===== src/rtl/mac_pkg.sv =====
// Shared definitions for the unsigned streaming MAC: state encoding, default
// widths and the saturating counter increment.
package mac_pkg;

    localparam int MAC_DEF_N     = 4;
    localparam int MAC_ACC_GUARD = 4;
    localparam int MAC_DEF_ACC_W = 2 * MAC_DEF_N + MAC_ACC_GUARD;
    localparam int MAC_DEF_LEN_W = 4;

    typedef enum logic {
        ST_ACC  = 1'b0,
        ST_DONE = 1'b1
    } mac_state_t;

    // Increment that sticks at max_v instead of wrapping.
    function automatic logic [31:0] sat_inc(input logic [31:0] v, input logic [31:0] max_v);
        return (v >= max_v) ? max_v : v + 32'd1;
    endfunction

endpackage


===== src/rtl/mac_prod_stage.sv =====
// Product register stage: one-entry valid/ready holding register for the
// exact 2N-bit product and the packet-last marker.
module mac_prod_stage
    import mac_pkg::*;
#(
    parameter int N = MAC_DEF_N
) (
    input  logic           clk,
    input  logic           rst_n,
    input  logic           in_valid,
    output logic           in_ready,
    input  logic [N-1:0]   in_x,
    input  logic [N-1:0]   in_y,
    input  logic           in_last,
    input  logic           p_ready,
    output logic           p_valid,
    output logic [2*N-1:0] prod_q,
    output logic           last_q
);

    logic capture;

    // A new pair can enter whenever the held product is leaving or the slot is empty.
    assign in_ready = p_ready || !p_valid;
    assign capture  = in_valid && in_ready;

    always_ff @(posedge clk or negedge rst_n) begin
        if (!rst_n) begin
            p_valid <= 1'b0;
            prod_q  <= '0;
            last_q  <= 1'b0;
        end else if (capture) begin
            p_valid <= 1'b1;
            prod_q  <= {{N{1'b0}}, in_x} * {{N{1'b0}}, in_y};
            last_q  <= in_last;
        end else if (p_ready) begin
            p_valid <= 1'b0;
        end
    end

endmodule


===== src/rtl/unsigned_mac_stream.sv =====
// Streaming unsigned multiply-accumulate: sums x*y terms until in_last, then
// offers sum/count/overflow. Define MAC_SATURATE_EN to clamp instead of wrap.
module unsigned_mac_stream
    import mac_pkg::*;
#(
    parameter int N     = MAC_DEF_N,
    parameter int ACC_W = 2 * N + MAC_ACC_GUARD,
    parameter int LEN_W = MAC_DEF_LEN_W
) (
    input  logic             clk,
    input  logic             rst_n,
    input  logic             in_valid,
    output logic             in_ready,
    input  logic [N-1:0]     in_x,
    input  logic [N-1:0]     in_y,
    input  logic             in_last,
    output logic             out_valid,
    input  logic             out_ready,
    output logic [ACC_W-1:0] acc_out,
    output logic [LEN_W-1:0] cnt_out,
    output logic             ovf_out
);

    localparam int          SUM_W   = ACC_W + 1;
    localparam logic [31:0] CNT_MAX = 32'((1 << LEN_W) - 1);

    mac_state_t       state, state_nx;
    logic [ACC_W-1:0] acc, acc_nx;
    logic [LEN_W-1:0] cnt, cnt_nx;
    logic             ovf, ovf_nx;
    logic             first, first_nx;
    logic [SUM_W-1:0] sum;
    logic             p_valid;
    logic [2*N-1:0]   prod_q;
    logic             last_q;

    mac_prod_stage #(.N(N)) u_prod (
        .clk      (clk),
        .rst_n    (rst_n),
        .in_valid (in_valid),
        .in_ready (in_ready),
        .in_x     (in_x),
        .in_y     (in_y),
        .in_last  (in_last),
        .p_ready  (state == ST_ACC),
        .p_valid  (p_valid),
        .prod_q   (prod_q),
        .last_q   (last_q)
    );

    always_ff @(posedge clk or negedge rst_n) begin
        if (!rst_n) begin
            state <= ST_ACC;
            acc   <= '0;
            cnt   <= '0;
            ovf   <= 1'b0;
            first <= 1'b1;
        end else begin
            state <= state_nx;
            acc   <= acc_nx;
            cnt   <= cnt_nx;
            ovf   <= ovf_nx;
            first <= first_nx;
        end
    end

    // The extra bit of sum is the carry out of the accumulator.
    always_comb begin
        state_nx = state;
        acc_nx   = acc;
        cnt_nx   = cnt;
        ovf_nx   = ovf;
        first_nx = first;
        sum      = {1'b0, acc} + SUM_W'(prod_q);
        case (state)
            ST_ACC: begin
                if (p_valid) begin
                    if (first) begin
                        acc_nx = ACC_W'(prod_q);
                        cnt_nx = LEN_W'(1);
                        ovf_nx = 1'b0;
                    end else begin
`ifdef MAC_SATURATE_EN
                        acc_nx = (ovf || sum[ACC_W]) ? '1 : sum[ACC_W-1:0];
`else
                        acc_nx = sum[ACC_W-1:0];
`endif
                        cnt_nx = LEN_W'(sat_inc(32'(cnt), CNT_MAX));
                        ovf_nx = ovf || sum[ACC_W];
                    end
                    first_nx = last_q;
                    if (last_q) begin
                        state_nx = ST_DONE;
                    end
                end
            end
            ST_DONE: begin
                if (out_ready) begin
                    state_nx = ST_ACC;
                    first_nx = 1'b1;
                end
            end
            default: state_nx = ST_ACC;
        endcase
    end

    assign out_valid = (state == ST_DONE);
    assign acc_out   = acc;
    assign cnt_out   = cnt;
    assign ovf_out   = ovf;

endmodule


===== config.mk =====
export PLATFORM = sky130hd
export DESIGN_NAME = unsigned_mac_stream
export DESIGN_NICKNAME = d
export VERILOG_FILES = /design/src/rtl/mac_pkg.sv /design/src/rtl/mac_prod_stage.sv /design/src/rtl/unsigned_mac_stream.sv
export SDC_FILE = /design/constraint.sdc
export NUM_CORES = 1
export LEC_CHECK = 0
export ABC_CLOCK_PERIOD_IN_PS = 3300
export CORE_ASPECT_RATIO = 2
export CORE_MARGIN = 4
export CORE_UTILIZATION = 30
export CTS_BUF_LIST = sky130_fd_sc_hd__clkbuf_8 sky130_fd_sc_hd__clkbuf_16
export CTS_CLUSTER_DIAMETER = 30
export CTS_CLUSTER_SIZE = 14
export DETAILED_ROUTE_END_ITERATION = 7
export SLEW_MARGIN = 20
export SYNTH_ARGS = -nofsm -noshare
export SYNTH_HDL_FRONTEND = slang
export SYNTH_SLANG_ARGS = --single-unit

===== constraint.sdc =====
create_clock -name clk -period 3.3 [get_ports clk]
set_clock_uncertainty 0.05 [all_clocks]
set_input_delay 0.66 -clock clk [delete_from_list [all_inputs] [get_ports clk]]
set_output_delay 0.66 -clock clk [all_outputs]
set_load 0.01 [all_outputs]

==> key figures <==
Routing
  – Met2 WL: 2620 um
  – Drt first pass iters: 5
  – WL per Instance: 13.0 um
  – Met3 wire length: 155 um
  – Post-detailed-route DRC marker count: 0
  – Residual antenna-violating net count after detailed routing: 0
  – Total via count after detailed routing: 1751
  – DR iter-0 viols: 90
  – Routed length on met1: 1680 um
  – Final wirelength: 4580 um
  – Via density: 4.96
  – Top Layer Used: met4

Min path
  – Worst Hold Path EP: ovf_out
  – Cells on Worst Hold Path: 1
  – Kind of path behind the tightest hold check: flip-flop to flip-flop
  – Origin of the worst min-delay path: ovf_out

Floorplanning
  – CORE AREA: 0.00667 sq mm
  – Floorplan die width: 66.7 um
  – Die footprint: 0.00837 sq mm
  – Initial Util: 31.0%
  – Std cell rows: 42
  – # IOs: 32
  – Die extent in y: 125 um

Power
  – Leak: 0.00125 uW
  – Worst vdd ir: 0.291 mV
  – Power density normalized to cell area: 767 mW/mm^2

Global routing
  – Overflow left after global routing: 0
  – Pin count of the biggest net entering global routing: 30
  – Wire length of the first global-routing pass: 8060 um
  – Global-route usage over all layers: 12.4%
  – Via count of the first global-routing pass: 1888
  – Initial antenna violation count: 0

Clock tree
  – Number of hold-repair buffers added at the cts stage: 0
  – Maximum number of buffers from clock root to sink: 2
  – Clock latency on the worst-skew pair: 0.28 ns
  – Clock slew at the register clock pins of the worst setup and hold paths: 0.05 ns
  – CTS Root Buffer Type: sky130_fd_sc_hd__clkbuf_16
  – Total setup buffers inserted after CTS: 0
  – Clock tree sinks: 29
  – Count of H-tree levels built during CTS: 2
  – CTS Buf Count: 5
  – CTS tree: yes

Logic synthesis
  – Number of enable-type register cells in the synthesized netlist: 0
  – Net count after synthesis: 261
  – Average footprint of a synthesized cell: 9.32 sq um
  – Synthesized area: 0.00207 sq mm
  – Dominant cells by area after synthesis: sky130_fd_sc_hd__dfrtp_1 (34%), sky130_fd_sc_hd__ha_1 (13%), sky130_fd_sc_hd__nand2_1 (5.1%)
  – Part of the Yosys area used for sequential elements: 35.1%
  – Warnings, synthesis: 0
  – Flip-flop and latch count after synthesis: 29
  – Share of async-settable or async-resettable flops after synthesis: 100%
  – Distinct cells, synth: 43
  – Top cell type by total area after synthesis: sky130_fd_sc_hd__dfrtp_1
  – Number of cells produced by synthesis: 222
  – Synth top area share: 33.9%
  – Most used flip-flop cell after synthesis: sky130_fd_sc_hd__dfrtp_1

Timing
  – Final Hold Viols: 0
  – Final Critical Period: 3.18 ns
  – Slew at the pin with the worst max-slew slack: 0.544 ns
  – Maximum clock rate: 0.314 GHz
  – Number of endpoints failing setup at the final stage: 0
  – Final period utilization: 96.4%
  – Unrepaired setup endpoints after global routing: false
  – Final Max Slew Viols: 0
  – Relative slew slack: 63.7%

Critical path
  – Startpoint of the most critical register-to-register path: acc_out[5]
  – Crit Reg-Reg Endpoint: acc_out[8]
  – Worst setup EP type: flip-flop
  – Type of the worst setup path: input port to flip-flop
  – Worst-case reg-to-reg path depth: 6
  – Internal reg-to-reg setup slack: 1.28 ns
  – Worst endpoint required time: 3.40 ns
  – CP bufs+invs: 2
  – Critical Path, Cell by Cell: clkdlybuf4s50_1 -> nand2_1 -> fa_1 -> inv_1 -> fa_1 -> ha_1 -> a21o_1 -> a21oi_2 -> o21bai_1 -> mux2i_1 -> nand3_1
  – Cell with the largest stage delay on the worst path: sky130_fd_sc_hd__fa_1
  – Arrival time at the worst endpoint: 3.28 ns
  – Cell seen most often among critical-path stages: sky130_fd_sc_hd__fa_1
  – Crit path largest cell delay: 0.54 ns
  – Critical path startpoint category: input port
  – Top delay family on crit path: adder cells
  – Highest fanout seen on the critical path: 2

Outcome
  – Run status: finished clean

Finish
  – Area growth syn-to-layout: 29.9%
  – Number of antenna diodes: 0
  – Proportion of layout cells with a drive suffix above 1: 10.6%
  – Net count of the finished layout: 303
  – Final design instance area without fill: 0.00269 sq mm
  – Cell Count, Final, Fillers Out: 353

Place
  – Detailed Place HPWL: 3560 um
  – Weighted congestion reported at the end of routability-driven placement: 0.764
  – Cell total after placement: 345
  – Post-placement cell area: 0.00254 sq mm
  – Port bufs: 31

Run
  – Number of max-cap violations: 0
[synthesized netlist by cell type (2+ instances only)]
cell,instances
sky130_fd_sc_hd__and2_1,12
sky130_fd_sc_hd__xor2_1,5
sky130_fd_sc_hd__ha_1,21
sky130_fd_sc_hd__a21oi_1,15
sky130_fd_sc_hd__fa_1,5
sky130_fd_sc_hd__nor3_1,3
sky130_fd_sc_hd__o21bai_1,3
sky130_fd_sc_hd__xnor2_1,2
sky130_fd_sc_hd__nor3b_1,5
sky130_fd_sc_hd__o21ai_0,15
sky130_fd_sc_hd__o31ai_1,2
sky130_fd_sc_hd__o21a_1,4
sky130_fd_sc_hd__nand2_1,28
sky130_fd_sc_hd__nor2b_1,3
sky130_fd_sc_hd__o21ai_1,2
sky130_fd_sc_hd__inv_1,9
sky130_fd_sc_hd__o41ai_1,2
sky130_fd_sc_hd__nand2b_1,2
sky130_fd_sc_hd__a21o_1,5
sky130_fd_sc_hd__mux2_2,3
sky130_fd_sc_hd__a31oi_1,3
sky130_fd_sc_hd__mux2i_1,6
sky130_fd_sc_hd__nor2_1,9
sky130_fd_sc_hd__nand3_1,7
sky130_fd_sc_hd__and3_1,2
sky130_fd_sc_hd__dfrtp_1,28
sky130_fd_sc_hd__clkbuf_1,5
[state kept, by name (all words and copies together) (netlist names)]
signal and cells:
u_prod.last_q 1, u_prod.p_valid 1, u_prod.prod_q 8, ovf_out 1
first 1, acc_out 12, out_valid 1, cnt_out 4
[cell families (layout without fill, tap and decap cells)]
family / after synthesis / after routing / share of synthesized area (%)
AO/OA/AOI/OAI: 57 / 57 / 17.2
XOR/XNOR: 7 / 7 / 2.96
adder cells (fa/ha/maj): 26 / 26 / 17.5
buffers and inverters: 16 / 59 / 2.96
flip-flops: 29 / 29 / 35.1
multiplexers: 9 / 9 / 4.53
AND/OR/NAND/NOR: 78 / 78 / 19.6
[cell type report]
class / instances / area [sq um]
inverter: 9 / 33.8
multi-input combinational: 177 / 1290
tap: 88 / 110
fill: 678 / 3990
clock inverter: 3 / 12.5
clock buffer: 5 / 125
timing repair buffer: 42 / 393
sequential: 29 / 727
[worst reg2reg max path, stage by stage (launching register included)]
cell,delay [ns]
sky130_fd_sc_hd__dfrtp_1,0.40
sky130_fd_sc_hd__ha_1,0.39
sky130_fd_sc_hd__a21o_1,0.21
sky130_fd_sc_hd__a211o_2,0.34
sky130_fd_sc_hd__o22ai_2,0.21
sky130_fd_sc_hd__mux2i_1,0.22
sky130_fd_sc_hd__o21ai_1,0.07
[power breakdown]
group	internal [uW]	leakage [uW]	switching, uW
Combinational	487	0.000805	515
Clock	271	0.0000762	151
Sequential	483	0.000368	155
[placed cells by master, fill, tap and decap left out, types with 3 or more instances in the layout]
| master | count |
|---|---|
| sky130_fd_sc_hd__a31oi_1 | 3 |
| sky130_fd_sc_hd__ha_1 | 21 |
| sky130_fd_sc_hd__inv_1 | 11 |
| sky130_fd_sc_hd__mux2_2 | 3 |
| sky130_fd_sc_hd__o21a_1 | 4 |
| sky130_fd_sc_hd__nor3b_1 | 5 |
| sky130_fd_sc_hd__xor2_1 | 5 |
| sky130_fd_sc_hd__nor3_1 | 3 |
| sky130_fd_sc_hd__a21oi_1 | 14 |
| sky130_fd_sc_hd__o21ai_0 | 14 |
| sky130_fd_sc_hd__o21ai_1 | 3 |
| sky130_fd_sc_hd__buf_4 | 11 |
| sky130_fd_sc_hd__a21o_1 | 5 |
| sky130_fd_sc_hd__fa_1 | 4 |
| sky130_fd_sc_hd__o21bai_1 | 3 |
| sky130_fd_sc_hd__and2_1 | 12 |
| sky130_fd_sc_hd__dfrtp_1 | 28 |
| sky130_fd_sc_hd__clkbuf_16 | 5 |
| sky130_fd_sc_hd__mux2i_1 | 6 |
| sky130_fd_sc_hd__nand3_1 | 7 |
| sky130_fd_sc_hd__clkdlybuf4s50_1 | 31 |
| sky130_fd_sc_hd__nor2_1 | 9 |
| sky130_fd_sc_hd__nor2b_1 | 3 |
| sky130_fd_sc_hd__nand2_1 | 28 |
[how the worst max path moves through the flow]
stage                        to     from  cells after the start  slack (ns)
2_1_floorplan  u_prod.prod_q[6]  in_x[0]                     11        0.36
3_3_place_gp   u_prod.prod_q[6]  in_x[0]                     12       -0.20
3_5_place_dp   u_prod.prod_q[7]  in_x[0]                     11       -0.27
4_1_cts        u_prod.prod_q[7]  in_x[0]                     11        0.02
5_1_grt        u_prod.prod_q[7]  in_x[0]                     11       0.008
6_report       u_prod.prod_q[7]  in_x[0]                     11        0.12
[metal layers]
layer  vias up  global-route usage, %
met5         -                      0
met4         0                   7.66
met3        10                   2.33
met2        36                   23.1
met1       829                   11.7
li1        876                      -
[stage by stage]
stage	power (uW)	util (%)	setup slack [ns]	TNS, ns	hold WS, ns
floorplan	1290	-	0.356	0	0.314
global placement	1620	38.1	-0.199	-0.583	0.426
detailed placement	1650	38.1	-0.269	-0.816	0.448
CTS	2090	40.2	0.0217	0	0.459
global route	2250	40.3	0.00818	0	0.476
finish	2060	40.3	0.119	0	0.449
[repair_timing]
action	in CTS	in global routing
endpoints found under the hold margin	0	0
resized for setup	0	3
setup endpoints to repair	0	3
(Power assumes the default switching activity.)
